File: src/rtl/hilo_muldiv_unit.sv
// HI/LO owner for the pipelined datapath: iterative MULT/MULTU (shift-add) and
// DIV/DIVU (restoring), one bit per cycle, plus MTHI/MTLO writes and hazard stall.
module hilo_muldiv_unit #(
    parameter int WIDTH = 32,
    parameter int CNT_W = 5
) (
    input  logic             clk,
    input  logic             rst,
    input  logic             start,
    input  logic [1:0]       op,
    input  logic [WIDTH-1:0] a,
    input  logic [WIDTH-1:0] b,
    input  logic             read_hilo,
    input  logic             write_hi,
    input  logic             write_lo,
    input  logic [WIDTH-1:0] write_data,
    output logic [WIDTH-1:0] hi,
    output logic [WIDTH-1:0] lo,
    output logic             busy,
    output logic             done,
    output logic             stall,
    output logic [1:0]       state_dbg
);

    localparam logic [1:0] S_IDLE   = 2'd0;
    localparam logic [1:0] S_RUN    = 2'd1;
    localparam logic [1:0] S_FINISH = 2'd2;

    localparam logic [CNT_W-1:0] LAST = CNT_W'(WIDTH - 1);

    logic [1:0]         state;
    logic [CNT_W-1:0]   cnt;
    logic               op_div;
    logic               sign_a;
    logic               sign_b;
    logic               b_zero;
    logic [WIDTH-1:0]   a_q;
    logic [WIDTH-1:0]   b_q;
    logic [2*WIDTH-1:0] acc;

    // Operand capture: op[0]=1 selects the unsigned variants.
    logic               a_neg_in;
    logic               b_neg_in;
    logic [WIDTH-1:0]   a_mag_in;
    logic [WIDTH-1:0]   b_mag_in;

    always_comb begin
        a_neg_in = ~op[0] & a[WIDTH-1];
        b_neg_in = ~op[0] & b[WIDTH-1];
        a_mag_in = a_neg_in ? -a : a;
        b_mag_in = b_neg_in ? -b : b;
    end

    // One iteration of each algorithm. Multiply accumulates in the upper half
    // and shifts product bits down; divide keeps remainder high, quotient low.
    logic [CNT_W-1:0]   idx;
    logic [WIDTH:0]     mul_add;
    logic [WIDTH:0]     mul_sum;
    logic [2*WIDTH-1:0] mul_next;
    logic [WIDTH:0]     div_shift;
    logic [WIDTH:0]     div_diff;
    logic               div_ok;
    logic [WIDTH-1:0]   rem_next;
    logic [2*WIDTH-1:0] div_next;

    always_comb begin
        idx       = LAST - cnt;
        mul_add   = b_q[cnt] ? {1'b0, a_q} : '0;
        mul_sum   = {1'b0, acc[2*WIDTH-1:WIDTH]} + mul_add;
        mul_next  = {mul_sum, acc[WIDTH-1:1]};
        div_shift = {acc[2*WIDTH-1:WIDTH], a_q[idx]};
        div_diff  = div_shift - {1'b0, b_q};
        div_ok    = ~div_diff[WIDTH];
        rem_next  = div_ok ? div_diff[WIDTH-1:0] : div_shift[WIDTH-1:0];
        div_next  = {rem_next, acc[WIDTH-2:0], div_ok};
    end

    // Sign fix-up and divide-by-zero override applied when results are written.
    logic [WIDTH-1:0]   hi_res;
    logic [WIDTH-1:0]   lo_res;
    logic [2*WIDTH-1:0] prod_fix;

    always_comb begin
        prod_fix = (sign_a ^ sign_b) ? -acc : acc;
        hi_res   = prod_fix[2*WIDTH-1:WIDTH];
        lo_res   = prod_fix[WIDTH-1:0];
        if (op_div) begin
            if (b_zero) begin
                hi_res = sign_a ? -a_q : a_q;
                lo_res = '1;
            end else begin
                hi_res = sign_a ? -acc[2*WIDTH-1:WIDTH] : acc[2*WIDTH-1:WIDTH];
                lo_res = (sign_a ^ sign_b) ? -acc[WIDTH-1:0] : acc[WIDTH-1:0];
            end
        end
    end

    always_ff @(posedge clk or posedge rst) begin
        if (rst) begin
            state  <= S_IDLE;
            cnt    <= '0;
            op_div <= 1'b0;
            sign_a <= 1'b0;
            sign_b <= 1'b0;
            b_zero <= 1'b0;
            a_q    <= '0;
            b_q    <= '0;
            acc    <= '0;
            hi     <= '0;
            lo     <= '0;
            done   <= 1'b0;
        end else begin
            done <= (state == S_FINISH);
            case (state)
                S_IDLE: begin
                    if (start) begin
                        op_div <= op[1];
                        sign_a <= a_neg_in;
                        sign_b <= b_neg_in;
                        a_q    <= a_mag_in;
                        b_q    <= b_mag_in;
                        b_zero <= (b == '0);
                        acc    <= '0;
                        cnt    <= '0;
                        state  <= S_RUN;
                    end else begin
                        if (write_hi) hi <= write_data;
                        if (write_lo) lo <= write_data;
                    end
                end
                S_RUN: begin
                    acc <= op_div ? div_next : mul_next;
                    cnt <= cnt + CNT_W'(1);
                    if (cnt == LAST) state <= S_FINISH;
                end
                S_FINISH: begin
                    hi    <= hi_res;
                    lo    <= lo_res;
                    state <= S_IDLE;
                end
                default: state <= S_IDLE;
            endcase
        end
    end

    always_comb begin
        busy      = (state != S_IDLE);
        stall     = busy & (start | read_hilo | write_hi | write_lo);
        state_dbg = state;
    end

endmodule

File: config.mk
export PLATFORM = sky130hd
export DESIGN_NAME = hilo_muldiv_unit
export DESIGN_NICKNAME = d
export VERILOG_FILES = /design/src/rtl/hilo_muldiv_unit.sv
export SDC_FILE = /design/constraint.sdc
export NUM_CORES = 1
export LEC_CHECK = 0
export CAP_MARGIN = 20
export CELL_PAD_IN_SITES_DETAIL_PLACEMENT = 0
export CELL_PAD_IN_SITES_GLOBAL_PLACEMENT = 1
export CORE_MARGIN = 1
export CORE_UTILIZATION = 44
export CTS_BUF_LIST = sky130_fd_sc_hd__clkbuf_16
export DETAILED_ROUTE_END_ITERATION = 8
export GPL_ROUTABILITY_DRIVEN = 1
export PLACE_DENSITY_LB_ADDON = 0.1
export SLEW_MARGIN = 25
export SYNTH_ARGS = -nofsm -noshare
export SYNTH_HDL_FRONTEND = slang
export SYNTH_SLANG_ARGS = --single-unit
File: constraint.sdc
create_clock -name clk -period 8.4 [get_ports clk]
set_input_delay 0.84 -clock clk [delete_from_list [all_inputs] [get_ports clk]]
set_output_delay 0.84 -clock clk [all_outputs]
set_load 0.005 [all_outputs]
==> results of run 1 <==
-- cells in the mapped netlist (56+ instances only) --
master / instances
nand2_1: 240
a21oi_1: 141
clkbuf_1: 124
mux2i_1: 56
ha_1: 71
nand3_1: 58
nor2_1: 135
dfrtp_1: 204
xor2_1: 101
inv_1: 72
o21ai_0: 249
xnor2_1: 114
-- where the power goes --
group	internal, mW	switching [mW]
logic	2.75	3.58
clock network	0.632	0.437
registers	1.45	0.882
total	4.83	4.90
-- area by class of cell --
type / instances / area, um^2 / share of cell area (%)
well taps: 518 / 648 / 3.22
clock inverters: 20 / 175 / 0.871
flip-flops and latches: 204 / 5110 / 25.4
clock buffers: 25 / 626 / 3.11
inverters: 73 / 282 / 1.40
multi-input cells: 1719 / 11400 / 56.5
repair buffers: 197 / 1910 / 9.51
-- layout by cell type (no fill, tap or decap), drive strengths merged, types with 9 or more instances in the layout --
master,count
o21ai,256
nand2,240
dfrtp,204
clkdlybuf4s50,172
a21oi,141
nor2,135
xnor2,114
xor2,101
inv,77
ha,71
nand3,58
mux2i,56
o22ai,44
nor3,44
nor2b,42
o31ai,36
clkbuf,25
buf,25
nor4,24
a31oi,23
nand4,22
a22oi,22
mux4,21
a21o,21
nand2b,19
or3,18
o211ai,18
and3,18
or4,18
o221ai,17
o41ai,15
a211oi,13
or2,13
o21a,11
clkinv,11
and2,9
-- metal layers --
layer | global-route usage, % | share of wire (%) | wire length [um]
met1 | 40.7 | 44 | 27100
met2 | 52.2 | 49 | 30000
met3 | 3.04 | 4.9 | 3050
met4 | 8.71 | 2.5 | 1570
met5 | 0 | 0 | 0
-- worst min path at each step --
stage | end | slack [ns] | cells after the start
6_report | lo[9] | 0.47 | 2
4_1_cts | lo[9] | 0.48 | 2
3_5_place_dp | lo[22] | 0.47 | 2
3_3_place_gp | lo[9] | 0.46 | 2
5_1_grt | lo[22] | 0.49 | 2
2_1_floorplan | b_q[10] | 0.47 | 2
-- tightest hold or removal path, cell delays in order (launching register included) --
cell,delay (ns)
dfrtp_1,0.34
nand2_1,0.04
o21ai_0,0.06
-- sequential cells by signal, indices dropped and copies added, names as in the netlist, 2 cells and up --
register and flops:
a_q 32, cnt 5, lo 32, state_dbg 2, acc 64, hi 32
b_q 32
-- logic make-up (layout without fill, tap and decap cells) --
group	Yosys count	in the layout
xor+xnor	215	215
compound gates	676	676
fa+ha+maj	73	73
simple gates	676	676
mux	79	79
buf+inv	226	315
flops	204	204
-- through the flow --
stage	std cells	util, %	worst slack, ns	area (um^2)	hold slack [ns]
after global placement	2711	49.9	2.63	19300	0.462
after CTS	2756	52.0	2.54	20100	0.482
after global routing	2756	52.0	2.18	20100	0.493
final	2756	52.0	2.52	20100	0.474
after floorplan	2149	-	1.99	17300	0.466
after detailed placement	2711	49.9	2.55	19300	0.469
==> impl_metrics.json, run 1 <==
{
  "synth_compound_area_share_pct": 24.0,
  "synthCells": 2149,
  "worstRegToRegCells": 15,
  "synth.area.mux_share_pct": 6.11,
  "core_mm2": 0.0386,
  "drive_gt1_share_pct": 5.50,
  "vias": 16800,
  "status": "complete, no violations",
  "post_cts_resized": 0,
  "synthAdderAreaFrac_pct": 5.37,
  "hp-class": "flop to flop",
  "grt_pass1_wl_um": 96500,
  "clock_latency_ns": 0.54,
  "synthXorXnorAreaFrac_pct": 10.9,
  "start_util_pct": 44.7,
  "crit_path_max_incr_delay_ns": 1.00,
  "maxCapViolCount": 0,
  "netlist.area_leader.share_pct": 29.5,
  "postSynthAreaPerCell_um2": 8.04,
  "synth_top_family_by_area": "compound AO/OA/AOI/OAI gates",
  "place.port_buffers": 172,
  "synth_area_leaders": "dfrtp_1, o21ai_0, xnor2_1",
  "areaGrowthSynthToFinish_pct": 16.4,
  "cts.sinks": 204,
  "synth_edf_count": 0,
  "synth_area_leader_cell": "dfrtp_1",
  "antenna_found_initial": 2,
  "arrival_ns": 6.29,
  "grt_overflow_total": 0,
  "fp-row-count": 72,
  "grt_pass1_vias": 16200,
  "rr_startpoint": "cnt[1]",
  "cts-hold-fix-buffers": 0,
  "wire_per_inst_um": 22.4,
  "cp.depth": 15,
  "die_x_um": 200,
  "drc": 0,
  "endpoint": "acc[58]",
  "firstDrtPassIters": 6,
  "synth-simple-area-share_pct": 19.0,
  "setup_tns_ns": 0,
  "dp_hpwl_um": 47200,
  "ys_seq_area_share_pct": 29.5,
  "synth-async-reset-ratio_pct": 100,
  "synth-main-ff-cell": "dfrtp_1",
  "setup_violations": 0,
  "finalCriticalPeriod_ns": 5.88,
  "hp-start": "lo[9]",
  "io_pins": 173,
  "drt_iter0_markers": 1099,
  "slew_violations": 0,
  "regToRegSetupSlack_ns": 2.52,
  "power_mw": 9.74,
  "grt_use_total_pct": 30.5,
  "leakagePower_nw": 8.18,
  "max_slew_margin_pct": 32.7,
  "critPathLaunchType": "flop",
  "skew_ns": 0.0101,
  "root_buffer": "clkbuf_16",
  "final_nets": 2397,
  "synth_area_mm2": 0.0173,
  "ant_nets": 0,
  "critical_path_required_ns": 8.81,
  "startpoint": "cnt[1]",
  "finalCritPeriodShare_pct": 70.0,
  "p_per_area_mw_per_mm2": 484,
  "path_clk_slew_ns": 0.06,
  "grt_max_degree": 75,
  "place_congestion": 0.928,
  "antenna_cells": 0,
  "rsz0062_at_grt": "no",
  "cts-buffers-inserted": 25,
  "cts_buffer_depth": 3,
  "die-area_mm2": 0.0401,
  "cp_slowest_cell": "dfrtp_1",
  "cp_max_fo": 19,
  "cts_tree": "built",
  "hold_violations": 0,
  "dieHeight_um": 200,
  "drt-total-wl_um": 61700,
  "syn_nets": 2326,
  "ys_ff_latch": 204,
  "cpLargestDelayFamily": "compound AO/OA/AOI/OAI gates",
  "yosysWarningCount": 0,
  "r2r-end": "acc[58]",
  "tightest_slew_ns": 1.01,
  "nFillCells": 3711,
  "fmax_ghz": 0.170,
  "max-vdd-ir-drop_uv": 310,
  "cp_cell_sequence": "mux4_2 -> mux4_2 -> mux2i_1 -> ha_1 -> inv_1 -> fa_1 -> a211oi_1 -> o211ai_1 -> a21oi_1 -> o21bai_1 -> a2111oi_0 -> o311ai_0 -> o311ai_0 -> xnor2_1 -> o2111ai_1",
  "vias_per_cell": 6.08,
  "crit_path_end_kind": "flop",
  "cp_num_buf_inv": 1,
  "crit_type": "flop to flop",
  "h-tree-depth": 1,
  "synthDistinctLibCells": 80,
  "postCtsSetupRepairBufs": 0
}
Note: power is estimated with default switching activity, not from simulation.
==> run 2, diff against run 1 <==
==> constraint.sdc (replaced) <==
create_clock -name clk -period 5.7 [get_ports clk]
set_input_delay 0.57 -clock clk [delete_from_list [all_inputs] [get_ports clk]]
set_output_delay 0.57 -clock clk [all_outputs]
set_load 0.005 [all_outputs]
==> run 2 against run 1 <==
Via count increased by 0.19%. Cell count up 0.40%. Setup slack got worse by 2.0 ns. Total power grew 50%. Clock skew up 0.011 ns. Critical path type unchanged. Highest routed layer unchanged. Critical path depth increased by 1. Hold slack improved by 0.0017 ns. Register-to-register slack worse by 2.0 ns.
==> impl_metrics.json, run 2 (same netlist as run 1, synthesis figures left out) <==
{
  "status": "complete, no violations",
  "grt_max_degree": 118,
  "cts-hold-fix-buffers": 0,
  "largest-register": "acc",
  "setup_tns_ns": 0,
  "placed_cell_area_mm2": 0.0194,
  "fmax_ghz": 0.193,
  "drt_iter0_markers": 1275,
  "postCtsSetupRepairBufs": 0,
  "hold_violations": 0,
  "critPathLaunchType": "flop",
  "clock_latency_ns": 0.57,
  "dieHeight_um": 200,
  "final_cell_area_mm2": 0.0203,
  "drive_gt1_share_pct": 6.09,
  "cp_num_buf_inv": 2,
  "final_nets": 2407,
  "max-vdd-ir-drop_uv": 362,
  "critical_path_required_ns": 6.15,
  "cpMostUsedCell": "mux4_2",
  "largest_reg_flops": 64,
  "hp-class": "flop to flop",
  "antenna_found_initial": 1,
  "grt_overflow_total": 0,
  "io_pins": 173,
  "drt-total-wl_um": 61400,
  "path_clk_slew_ns": 0.06,
  "slew_violations": 0,
  "cp_max_fo": 12,
  "die_x_um": 200,
  "start_util_pct": 44.7,
  "layout_commonest_cell": "o21ai_0",
  "fp-row-count": 72,
  "core_mm2": 0.0386,
  "rsz0062_at_grt": "no",
  "tightest_slew_ns": 0.951,
  "most-common-layout-cells": "o21ai_0, nand2_1, dfrtp_1",
  "setup_violations": 0,
  "post_cts_resized": 0,
  "place_congestion": 0.939,
  "root_buffer": "clkbuf_16",
  "cts_tree": "built",
  "vias": 16800,
  "maxCapViolCount": 0,
  "hp-start": "lo[24]",
  "startpoint": "cnt[0]",
  "cp_slowest_cell": "dfrtp_1",
  "cts-buffers-inserted": 27,
  "crit_type": "flop to flop",
  "grt_use_total_pct": 30.4,
  "nFillCells": 3709,
  "dp_hpwl_um": 46800,
  "wire_per_inst_um": 22.2,
  "cp_cell_sequence": "buf_4 -> mux4_2 -> mux4_2 -> mux2i_2 -> nand2b_1 -> inv_1 -> ha_1 -> a21o_1 -> nand4_1 -> a211oi_1 -> a21oi_1 -> nor3_1 -> nor2_1 -> o31ai_1 -> xor2_1 -> a221o_1",
  "firstDrtPassIters": 5,
  "arrival_ns": 5.62,
  "leakagePower_nw": 8.29,
  "grt_pass1_wl_um": 96500,
  "crit_path_end_kind": "flop",
  "cpLargestDelayFamily": "multiplexers",
  "cts_buffer_depth": 3,
  "p_per_area_mw_per_mm2": 719,
  "drc": 0,
  "h-tree-depth": 1,
  "areaGrowthSynthToFinish_pct": 17.5,
  "ant_nets": 0,
  "grt_pass1_vias": 16400,
  "rr_startpoint": "cnt[0]",
  "finalCriticalPeriod_ns": 5.17,
  "whs_ns": 0.476,
  "finalCritPeriodShare_pct": 90.7,
  "vias_per_cell": 6.07,
  "crit_path_max_incr_delay_ns": 0.58,
  "max_slew_margin_pct": 36.6,
  "place.port_buffers": 172,
  "skew_ns": 0.0209,
  "cts.sinks": 204,
  "die-area_mm2": 0.0401
}
run 2: worst paths after layout:
path | end | slack (ns) | depth (start not counted)
max reg2reg | acc[60] | 0.53 | 16
max in group asynchronous | acc[48] | 4.09 | 4
min | lo[24] | 0.48 | 2
min in group asynchronous | lo[2] | 0.51 | 3
min reg2reg | lo[24] | 0.48 | 2
max | acc[60] | 0.53 | 16
run 2: routing by layer:
layer	share of wire (%)	global-route usage (%)
met1	44	40.7
met4	3.6	11.9
met3	5.4	2.98
met2	47	50.6
met5	0	0
run 2: through the flow:
step | util, % | cells | power (mW) | worst slack [ns]
after global placement | 50.1 | 2719 | 12.6 | 0.658
after floorplan | - | 2149 | 9.60 | 0.808
after CTS | 52.5 | 2766 | 14.5 | 0.543
after detailed placement | 50.1 | 2719 | 12.7 | 0.555
after global routing | 52.5 | 2767 | 15.7 | 0.0703
final | 52.5 | 2767 | 14.6 | 0.529
run 2: power by group:
part | internal, mW | switching [mW] | total, mW
logic | 4.13 | 5.21 | 9.34
clock network | 1.13 | 0.711 | 1.84
registers | 2.14 | 1.28 | 3.42
total | 7.39 | 7.21 | 14.6
run 2: tightest hold or removal path, cell delays in order (launching register included):
cell,delay (ns)
dfrtp_1,0.34
nand2_1,0.04
o21ai_0,0.06
run 2: cell type report:
| type | count | area [um^2] | share of cell area [%] |
|---|---|---|---|
| diodes | 1 | 2.50 | 0.0123 |
| clock buffers | 27 | 676 | 3.33 |
| clock inverters | 20 | 254 | 1.25 |
| inverters | 73 | 278 | 1.37 |
| multi-input cells | 1719 | 11300 | 55.9 |
| flip-flops and latches | 204 | 5110 | 25.2 |
| well taps | 518 | 648 | 3.19 |
| repair buffers | 205 | 1990 | 9.82 |
